**src/rtl/l2_port_arb_if.sv**
```systemverilog
// Bundle of the three ports the L2 arbiter connects: the L1i refill port,
// the L1d refill/writeback port and the single hmem (L2) port.
interface l2_port_arb_if #(
  parameter int ADDR_W = 64,
  parameter int LINE   = 256
);
  // L1i refill side
  logic [ADDR_W-1:0] i_addr;
  logic              i_rd;
  logic [LINE-1:0]   i_data;
  logic              i_dv;
  // L1d refill / writeback side
  logic [ADDR_W-1:0] d_addr;
  logic              d_rd;
  logic              d_wr;
  logic [LINE-1:0]   d_wdata;
  logic [LINE-1:0]   d_rdata;
  logic              d_dv;
  logic              amo_lock;
  // L2 side
  logic [ADDR_W-1:0] m_addr;
  logic              m_rd;
  logic              m_wr;
  logic [LINE-1:0]   m_wdata;
  logic [LINE-1:0]   m_rdata;
  logic              m_dv;
  logic              busy;

  // Arbiter view
  modport slave (
    input  i_addr, i_rd,
    output i_data, i_dv,
    input  d_addr, d_rd, d_wr, d_wdata,
    output d_rdata, d_dv,
    input  amo_lock,
    output m_addr, m_rd, m_wr, m_wdata,
    input  m_rdata, m_dv,
    output busy
  );

  // Environment view (L1 caches plus L2 memory)
  modport master (
    output i_addr, i_rd,
    input  i_data, i_dv,
    output d_addr, d_rd, d_wr, d_wdata,
    input  d_rdata, d_dv,
    output amo_lock,
    input  m_addr, m_rd, m_wr, m_wdata,
    output m_rdata, m_dv,
    input  busy
  );
endinterface

```
**src/rtl/l2_port_arb.sv**
```systemverilog
// l2_port_arb: shares the single L2 refill/write port between L1i refills and
// L1d refills/writebacks. One transaction at a time, round-robin between I and
// D, with an AMO lock that keeps the I side from being newly granted.
module l2_port_arb #(
  parameter int ADDR_W = 64,
  parameter int LINE   = 256
) (
  input  logic          clk,
  input  logic          rst,
  l2_port_arb_if.slave  bus
);

  typedef enum logic [2:0] {
    IDLE   = 3'd0,
    GNT_I  = 3'd1,
    GNT_DR = 3'd2,
    GNT_DW = 3'd3,
    REL    = 3'd4
  } state_t;

  state_t            state_q, state_d;
  logic              rr_q, rr_d;        // 0: I preferred, 1: D preferred
  logic [ADDR_W-1:0] m_addr_q, m_addr_d;
  logic [LINE-1:0]   m_wdata_q, m_wdata_d;
  logic              m_rd_q, m_rd_d;
  logic              m_wr_q, m_wr_d;

  logic req_i;
  logic req_d;
  logic pick_i;

  // Request qualification: the AMO lock masks only the I side.
  always_comb begin
    req_i  = bus.i_rd & ~bus.amo_lock;
    req_d  = bus.d_rd | bus.d_wr;
    pick_i = req_i & (~req_d | ~rr_q);
  end

  // State and L2 strobe/address registers; reset abandons any transaction.
  always_ff @(posedge clk or posedge rst) begin
    if (rst) begin
      state_q   <= IDLE;
      rr_q      <= 1'b0;
      m_addr_q  <= '0;
      m_wdata_q <= '0;
      m_rd_q    <= 1'b0;
      m_wr_q    <= 1'b0;
    end else begin
      state_q   <= state_d;
      rr_q      <= rr_d;
      m_addr_q  <= m_addr_d;
      m_wdata_q <= m_wdata_d;
      m_rd_q    <= m_rd_d;
      m_wr_q    <= m_wr_d;
    end
  end

  // Next-state: arbitrate in IDLE, hold the L2 request until m_dv, then
  // spend one release cycle so a still-held request is not re-granted.
  always_comb begin
    state_d   = state_q;
    rr_d      = rr_q;
    m_addr_d  = m_addr_q;
    m_wdata_d = m_wdata_q;
    m_rd_d    = m_rd_q;
    m_wr_d    = m_wr_q;
    unique case (state_q)
      IDLE: begin
        if (pick_i) begin
          state_d  = GNT_I;
          m_addr_d = bus.i_addr;
          m_rd_d   = 1'b1;
        end else if (req_d) begin
          m_addr_d = bus.d_addr;
          if (bus.d_wr) begin
            // A write outranks a simultaneous D refill request.
            state_d   = GNT_DW;
            m_wdata_d = bus.d_wdata;
            m_wr_d    = 1'b1;
          end else begin
            state_d = GNT_DR;
            m_rd_d  = 1'b1;
          end
        end
      end
      GNT_I, GNT_DR, GNT_DW: begin
        if (bus.m_dv) begin
          state_d = REL;
          m_rd_d  = 1'b0;
          m_wr_d  = 1'b0;
          rr_d    = (state_q == GNT_I);
        end
      end
      REL: begin
        state_d = IDLE;
      end
      default: begin
        state_d = IDLE;
        m_rd_d  = 1'b0;
        m_wr_d  = 1'b0;
      end
    endcase
  end

  // Completion is combinational: L2 data is broadcast and the owner's
  // done pulse follows m_dv in the same cycle.
  always_comb begin
    bus.i_data  = bus.m_rdata;
    bus.d_rdata = bus.m_rdata;
    bus.i_dv    = bus.m_dv & (state_q == GNT_I);
    bus.d_dv    = bus.m_dv & ((state_q == GNT_DR) | (state_q == GNT_DW));
    bus.m_addr  = m_addr_q;
    bus.m_wdata = m_wdata_q;
    bus.m_rd    = m_rd_q;
    bus.m_wr    = m_wr_q;
    bus.busy    = (state_q != IDLE);
  end

endmodule

```
**src/flat_wrapper.sv**
```systemverilog
// flat-port wrapper written by rule: the top's interface ports become plain ports
module l2_port_arb_flat 
#(
  parameter int ADDR_W = 64,
  parameter int LINE   = 256
)
  (clk, rst, bus_i_addr, bus_i_rd, bus_i_data, bus_i_dv, bus_d_addr, bus_d_rd, bus_d_wr, bus_d_wdata, bus_d_rdata, bus_d_dv, bus_amo_lock, bus_m_addr, bus_m_rd, bus_m_wr, bus_m_wdata, bus_m_rdata, bus_m_dv, bus_busy);
  l2_port_arb_if #(.ADDR_W(ADDR_W), .LINE(LINE)) bus_i ();
  input  logic clk;
  input  logic rst;
  input wire logic [$bits(bus_i.i_addr)-1:0] bus_i_addr;
  input wire logic [$bits(bus_i.i_rd)-1:0] bus_i_rd;
  output wire logic [$bits(bus_i.i_data)-1:0] bus_i_data;
  output wire logic [$bits(bus_i.i_dv)-1:0] bus_i_dv;
  input wire logic [$bits(bus_i.d_addr)-1:0] bus_d_addr;
  input wire logic [$bits(bus_i.d_rd)-1:0] bus_d_rd;
  input wire logic [$bits(bus_i.d_wr)-1:0] bus_d_wr;
  input wire logic [$bits(bus_i.d_wdata)-1:0] bus_d_wdata;
  output wire logic [$bits(bus_i.d_rdata)-1:0] bus_d_rdata;
  output wire logic [$bits(bus_i.d_dv)-1:0] bus_d_dv;
  input wire logic [$bits(bus_i.amo_lock)-1:0] bus_amo_lock;
  output wire logic [$bits(bus_i.m_addr)-1:0] bus_m_addr;
  output wire logic [$bits(bus_i.m_rd)-1:0] bus_m_rd;
  output wire logic [$bits(bus_i.m_wr)-1:0] bus_m_wr;
  output wire logic [$bits(bus_i.m_wdata)-1:0] bus_m_wdata;
  input wire logic [$bits(bus_i.m_rdata)-1:0] bus_m_rdata;
  input wire logic [$bits(bus_i.m_dv)-1:0] bus_m_dv;
  output wire logic [$bits(bus_i.busy)-1:0] bus_busy;
  assign bus_i.i_addr = bus_i_addr;
  assign bus_i.i_rd = bus_i_rd;
  assign bus_i_data = bus_i.i_data;
  assign bus_i_dv = bus_i.i_dv;
  assign bus_i.d_addr = bus_d_addr;
  assign bus_i.d_rd = bus_d_rd;
  assign bus_i.d_wr = bus_d_wr;
  assign bus_i.d_wdata = bus_d_wdata;
  assign bus_d_rdata = bus_i.d_rdata;
  assign bus_d_dv = bus_i.d_dv;
  assign bus_i.amo_lock = bus_amo_lock;
  assign bus_m_addr = bus_i.m_addr;
  assign bus_m_rd = bus_i.m_rd;
  assign bus_m_wr = bus_i.m_wr;
  assign bus_m_wdata = bus_i.m_wdata;
  assign bus_i.m_rdata = bus_m_rdata;
  assign bus_i.m_dv = bus_m_dv;
  assign bus_busy = bus_i.busy;
  l2_port_arb #(.ADDR_W(ADDR_W), .LINE(LINE)) u_core (.clk(clk), .rst(rst), .bus(bus_i));
endmodule
```
**config.mk**
```make
export PLATFORM = sky130hd
export DESIGN_NAME = l2_port_arb_flat
export DESIGN_NICKNAME = d
export VERILOG_FILES = /design/src/rtl/l2_port_arb_if.sv /design/src/rtl/l2_port_arb.sv /design/src/flat_wrapper.sv
export SDC_FILE = /design/constraint.sdc
export NUM_CORES = 1
export LEC_CHECK = 0
export ABC_AREA = 1
export BUFFER_PORTS_ARGS = -buffer_cell sky130_fd_sc_hd__buf_4
export CAP_MARGIN = 0
export CORE_AREA = 2 2 570 572
export DETAILED_ROUTE_END_ITERATION = 7
export DIE_AREA = 0 0 572 574
export GPL_TIMING_DRIVEN = 0
export REMOVE_ABC_BUFFERS = 1
export SYNTH_ARGS = -nofsm -noshare
export SYNTH_HDL_FRONTEND = slang
export SYNTH_SLANG_ARGS = --single-unit
```
**constraint.sdc**
```tcl
create_clock -name clk -period 13.2 [get_ports clk]
set_input_delay 0.66 -clock clk [delete_from_list [all_inputs] [get_ports clk]]
set_output_delay 0.66 -clock clk [all_outputs]
set_load 0.01 [all_outputs]
```
==> results of run 1 <==
## power groups by stage
stage                     Combinational, mW  Clock [mW]  Sequential (mW)
after floorplan                       0.766           0             1.95
after global placement                 3.31           0             1.74
after detailed placement               3.26           0             1.75
after CTS                              3.27        1.46             1.75
after global routing                   3.50        1.49             1.80
final                                  3.13        1.40             1.75
## sequential cells by signal (all words and copies together) (netlist names)
name	count
u_core.state_q	3
u_core.bus.m_wr	1
u_core.bus.m_rd	1
u_core.rr_q	1
u_core.bus.m_wdata	256
u_core.bus.m_addr	64
## critical path, cell delays in order, from the launching register on
cell	delay [ps]
dfrtp_1	430
nor2_4	200
nand2_4	210
nor2_8	710
buf_16	320
nand2_8	490
buf_16	410
nand2_1	140
nand2_1	60
## synthesized netlist by cell type (all sizes together)
master,count
nand2,649
nor2,73
buf,600
o21ai,134
clkbuf,31
inv,73
nor3,1
a21oi,4
nand3,258
dfrtp,326
## placed cells by master (no fill, tap or decap), types with 5 or more instances in the layout
cell type / count
buf_16: 18
buf_4: 715
bufinv_16: 5
clkbuf_1: 5
clkbuf_16: 50
clkbuf_8: 5
clkinv_2: 7
dfrtp_1: 326
diode_2: 12
inv_1: 72
nand2_1: 646
nand3_1: 258
nor2_1: 69
o21ai_0: 84
o21ai_1: 50
## logic make-up after synthesis
logic type | after synthesis | synth area share [%]
buf+inv | 704 | 27.5
compound gates | 138 | 3.89
flops | 326 | 45.9
simple gates | 981 | 22.7
## through the flow
stage | util [%] | instances
after floorplan | - | 1518
after global placement | 7.42 | 6558
after detailed placement | 7.60 | 6578
after CTS | 8.10 | 6659
after global routing | 8.10 | 6662
final | 8.11 | 6671
## area by class of cell
cell class | count | area, sq um | share of cell area [%]
sequential | 326 | 8160 | 31.2
timing repair buffer | 735 | 5900 | 22.6
tap | 4325 | 5410 | 20.7
multi-input combinational | 1119 | 4770 | 18.2
clock buffer | 60 | 1340 | 5.12
inverter | 73 | 282 | 1.08
clock inverter | 21 | 269 | 1.03
antenna | 12 | 30.0 | 0.115
## layer usage
| metal | global-route usage (%) | part of all wire (%) |
|---|---|---|
| met1 | 12.2 | 21 |
| met2 | 31.2 | 42 |
| met3 | 29.0 | 30 |
| met4 | 6.98 | 4.5 |
| met5 | 17.2 | 2.2 |
## how the worst min path moves through the flow
stage | start | slack (ps) | to | depth (start not counted)
after floorplan | u_core.state_q[2] | 440 | u_core.state_q[2] | 1
after global placement | u_core.bus.m_wdata[119] | 460 | u_core.bus.m_wdata[119] | 2
after detailed placement | u_core.bus.m_wdata[71] | 460 | u_core.bus.m_wdata[71] | 2
after CTS | rst | 30 | u_core.bus.m_addr[60] | 2
after global routing | rst | 80 | u_core.bus.m_addr[50] | 2
final | rst | 80 | u_core.bus.m_addr[22] | 2
==> results.md, run 1 <==
* CP Capture Type: flop
* Crit path to: u_core.bus.m_wdata[34]
* Crit start category: flop
* Fin area at approximately 26000 sq um
* Final clock skew at ~71 ps
* Setup ws final at ~10000 ps
* Vias at about 18000
* Pwr/cell area at between 200 and 250 nW/um^2
* Clock buffer depth at 3
* Area leader, netlist: dfrtp_1
* Std-Cell Core Area at 323000 sq um
* Chip height at around 570 um
* Syn Inst Count at roughly 2100
* Critical path fanouts, max at about 110
* Die X at about 570 um
* Top cells by area, synth: dfrtp_1 46%, buf_4 23%, nand2_1 14%, nand3_1 7.3%, o21ai_0 2.4%
* Unrepaired setup endpoints after global routing: false
* Filler cell count at around 38000
* DR iter-0 viols at 1693
* Yosys cell types at 18
* Psw at 2.98 mW
* Vias in the first global route at roughly 15000
* Reg2Reg Setup Slack at roughly 10000 ps
* IO Pins at around 1500
* Total power at roughly 6.3 mW
* Reg2reg start: u_core.state_q[1]
* MaxCap Viol Count at 0
* GRT Total Usage at between 20% and 30%
* Port Buffers at 715
* Combinational power share at 49.8%
* Final hold vios at 0
* Data required, critical path at roughly 14000 ps
* Die ar. at 328000 sq um
* WS Path Type: flop to flop
* Worst-path clk slew at 60 ps
* Dpl cell area at 24500 sq um
* WHS at 75.4 ps
* Fin crit share at between 20% and 30%
* Place WS at approximately 10000 ps
* Register area share after synthesis at 45.9%
* Initial antenna violation count at about 160
* First-pass GRT wire length at about 380000 um
* Grt ovf at 0
* Leak Pwr at 11.8 nW
* Synth top area share at between 40% and 50%
* Arrival time worst endpoint at approximately 3900 ps
* Min cycle time layout at about 3300 ps
* Hold WC Path Type: primary input to asynchronous set/reset pin
* DRC violation count after routing at 0
* Layout Nets at between 2000 and 3000
* # setup viols final at 0
* Post-DR wirelength/cell at about 52 um
* Area growth from synthesis to layout at 47.1%
* Antenna viol nets, final at 0
* Routed wire length at between 300000 and 400000 um
* Via/cell ratio at approximately 2.7
* R2r endpoint: u_core.bus.m_wdata[34]
* Gpl congestion at ~0.95
* Max rail drop VDD at 0.136 mV
* Yosys reg bits at about 330
* Crit path launch: u_core.state_q[1]
* Layout cells sized above 1 at 35.1%
* Starting Density at under 10%
* Pin count of the biggest net entering global routing at around 110
* Sequential share of power at 27.8%
* Clock power share at approximately 22%
* Highest attainable clock frequency at around 0.30 GHz
* Least-Margin Pin Slew at roughly 860 ps
* Hold buffers post-CTS at 0
* CTS tree: yes
* Sum Neg Setup Slack at 0 ps
* Post-Syn Area per Cell at about 8.3 sq um
* Sink Count at roughly 330
* CTS resizes at 0
* Internal at about 3.3 mW
* Setup Fix Bufs, Post-CTS at 0
* DRT Pass-1 Iters at 6
* HPWL Detailed at around 300000 um
* CTS Root Cell: clkbuf_16
* Clock Latency Late Sink at 700 ps
* H-tree levels at 2
* Slew Limit Headroom at between 40% and 50%
* Synth warn at 0
* Status: finished clean
* TritonCTS Buffers at a little under 50
* Fin. max-slew vios at 0
* Mapped Area at 17800 sq um
* Net Sw Frac at 47.4%
* Path depth of the worst reg2reg path at 8
* Cell Rows at 209
Note: power is estimated with default switching activity, not from simulation.
==> inputs of run 2 (changes only) <==
--- a/config.mk
+++ b/config.mk
@@ -8,9 +8,9 @@
 export ABC_AREA = 1
 export BUFFER_PORTS_ARGS = -buffer_cell sky130_fd_sc_hd__buf_4
 export CAP_MARGIN = 0
-export CORE_AREA = 2 2 570 572
+export CORE_AREA = 2 2 576 578
 export DETAILED_ROUTE_END_ITERATION = 7
-export DIE_AREA = 0 0 572 574
+export DIE_AREA = 0 0 578 580
 export GPL_TIMING_DRIVEN = 0
 export REMOVE_ABC_BUFFERS = 1
 export SYNTH_ARGS = -nofsm -noshare
==> constraint.sdc (replaced) <==
create_clock -name clk -period 2.8 [get_ports clk]
set_input_delay 0.14 -clock clk [delete_from_list [all_inputs] [get_ports clk]]
set_output_delay 0.14 -clock clk [all_outputs]
set_load 0.01 [all_outputs]
==> run 2 against run 1 <==
Against the previous run: sequential share of layout area is 4.4 points lower; power rose to 5.0 times the previous value; sequential power rose to 4.7 times the previous value; maximum frequency up 27%; global-route usage is 0.12 points higher; clock-buffer cell count rose by 9; setup slack worse by 9700 ps; cell count is 7.1% higher; non-clock buffer count is 397 higher; flip-flop and latch count did not move; clock power grew to 5.1 times the previous value; design area grew 16%; largest cell class is now buffers; highest routed layer unchanged.
==> results.md, run 2 (synthesis results as in run 1) <==
* Gpl congestion at 0.959 (+1.1%)
* Setup ws final at 172 ps (-9700 ps)
* Vias at 19500 (+9.3%)
* Clock buffer depth at 3 (unchanged)
* Sink Count at 326 (unchanged)
* First-pass GRT wire length at 398000 um (+3.9%)
* Grt ovf at 0 (unchanged)
* Die X at 578 um (+1.0%)
* Port Buffers at 715 (unchanged)
* Pin count of the biggest net entering global routing at 106 (-1.9%)
* Clock Latency Late Sink at 730 ps (+30 ps)
* H-tree levels at 2 (unchanged)
* Highest attainable clock frequency at 0.381 GHz (+27%)
* Die ar. at 335000 sq um (+2.1%)
* Final cell count without fillers at 7142 (+7.1%)
* Initial antenna violation count at 142 (-13%)
* Status: finished clean
* Cell count after placement at 6619 (+0.62%)
* DR iter-0 viols at 2053 (+21%)
* Most frequent cells in the layout: 717 x buf_4, 646 x nand2_1, 392 x dlygate4sd3_1
* Psw at 15.0 mW (+410%)
* Cell Rows at 211 (+0.96%)
* Worst-path clk slew at 60 ps (about the same)
* Pwr/cell area at 1030 nW/um^2 (+330%)
* CP Capture Type: flop
* Internal at 16.2 mW (+390%)
* Std-Cell Core Area at 329000 sq um (+2.0%)
* Arrival time worst endpoint at 3190 ps (-710 ps)
* Combinational power share at 50.9% (+1.1 points)
* Layout cells sized above 1 at 30.2% (-4.9 points)
* Clock power share at 22.7% (+0.4 points)
* HPWL Detailed at 311000 um (+0.66%)
* MaxCap Viol Count at 0 (unchanged)
* Sequential share of power at 26.4% (-1.4 points)
* Critical path fanouts, max at 60 (-44%)
* Hold WC Path Type: primary input to flop
* Final clock skew at 72.8 ps (+1.66 ps)
* # setup viols final at 0 (unchanged)
* WS Path Type: flop to flop
* Total power at 31.3 mW (+400%)
* IO Pins at 1484 (unchanged)
* Net Sw Frac at 48.1% (+0.69 points)
* Slew Limit Headroom at 39.2% (-3.3 points)
* CTS Root Cell: clkbuf_16
* Chip height at 580 um (+1.0%)
* Fin. max-slew vios at 0 (unchanged)
* Data required, critical path at 3360 ps (-10410 ps)
* TritonCTS Buffers at 51 (+4.1%)
* Commonest non-fill, non-tap cell in the layout: buf_4
* Core Util, Final at 9.24% (+1.1 points)
* Final hold vios at 0 (unchanged)
* Area growth from synthesis to layout at 71.2%
* Largest register FFs at 256 (unchanged)
* CTS tree: yes
* GRT Total Usage at 20.7% (+0.12 points)
* Crit start category: flop
* Unrepaired setup endpoints after global routing: false
* Vias in the first global route at 17900 (+16%)
* Via/cell ratio at 2.73 (+2.1%)
* Min cycle time layout at 2630 ps (-699 ps)
* WHS at 166 ps (+90.4 ps)
* Routed wire length at 358000 um (+2.8%)
* Place WS at -620 ps (-10360 ps)
* DRC violation count after routing at 0 (unchanged)
* Fin crit share at 93.9% (+69 points)
* Max rail drop VDD at 0.625 mV (+360%)
* Post-DR wirelength/cell at 50.2 um (-4.0%)
* Layout Nets at 3353 (+14%)
* Least-Margin Pin Slew at 910 ps (+47.1 ps)
* Antenna viol nets, final at 0 (unchanged)
* Leak Pwr at 13.6 nW (+15%)
* DRT Pass-1 Iters at 5 (-1)
* Starting Density at 5.40% (-0.11 points)
## run 2: power by group through the flow
stage	registers [mW]	clock network [mW]	logic, mW
3_3_place_gp	8.18	0	15.9
4_1_cts	8.23	7.38	16.5
3_5_place_dp	8.26	0	15.7
2_1_floorplan	9.18	0	3.61
5_1_grt	8.52	7.52	17.8
6_report	8.25	7.10	15.9
## run 2: layout make-up
class	instances	area, sq um
diodes	33	82.6
well taps	4366	5460
inverters	73	282
clock inverters	21	340
flip-flops and latches	326	8160
multi-input cells	1122	4800
repair buffers	1132	9900
fillers	38200	299000
clock buffers	69	1400
## run 2: final timing paths
path | to | cells after the start | slack, ps | startpoint
setup / recovery | u_core.bus.m_wdata[107] | 9 | 170 | u_core.state_q[1]
hold / removal | u_core.bus.m_wdata[138] | 4 | 170 | bus_d_wdata[138]
setup reg to reg | u_core.bus.m_wdata[107] | 9 | 170 | u_core.state_q[1]
hold reg to reg | u_core.bus.m_wdata[118] | 2 | 470 | u_core.bus.m_wdata[118]
max in group asynchronous | u_core.bus.m_addr[11] | 6 | 670 | rst
min in group asynchronous | u_core.bus.m_addr[63] | 4 | 580 | rst
## run 2: repair_timing
action,in CTS,in global routing
setup buffers,1,1
endpoints found under the setup margin,258,61
hold buffers,392,0
pin swaps,2,1
endpoints found under the hold margin,462,0
cloned,4,2
resized for setup,0,1
## run 2: metal layers
layer	vias to the layer above	track usage [%]	wire length [um]	part of all wire, %
met4	59	7.71	17000	4.7
li1	7397	-	-	-
met2	2745	30.0	146000	41
met3	452	29.2	104000	29
met1	8877	13.0	82200	23
met5	-	18.9	8990	2.5
## run 2: metrics by stage
step / cell area (sq um) / TNS (ps)
after floorplan: 13200 / -4727570
after global placement: 24000 / -
after detailed placement: 24500 / -130580
after CTS: 30300 / 0
after global routing: 30400 / 0
final: 30400 / 0
## run 2: worst max-delay path: stages, from the launching register on
cell,delay [ps]
dfrtp_1,420
nor2_4,200
nand2_4,200
buf_16,300
nor2_8,290
buf_16,250
nand2_8,230
clkbuf_16,340
nand2_1,100
nand2_1,40
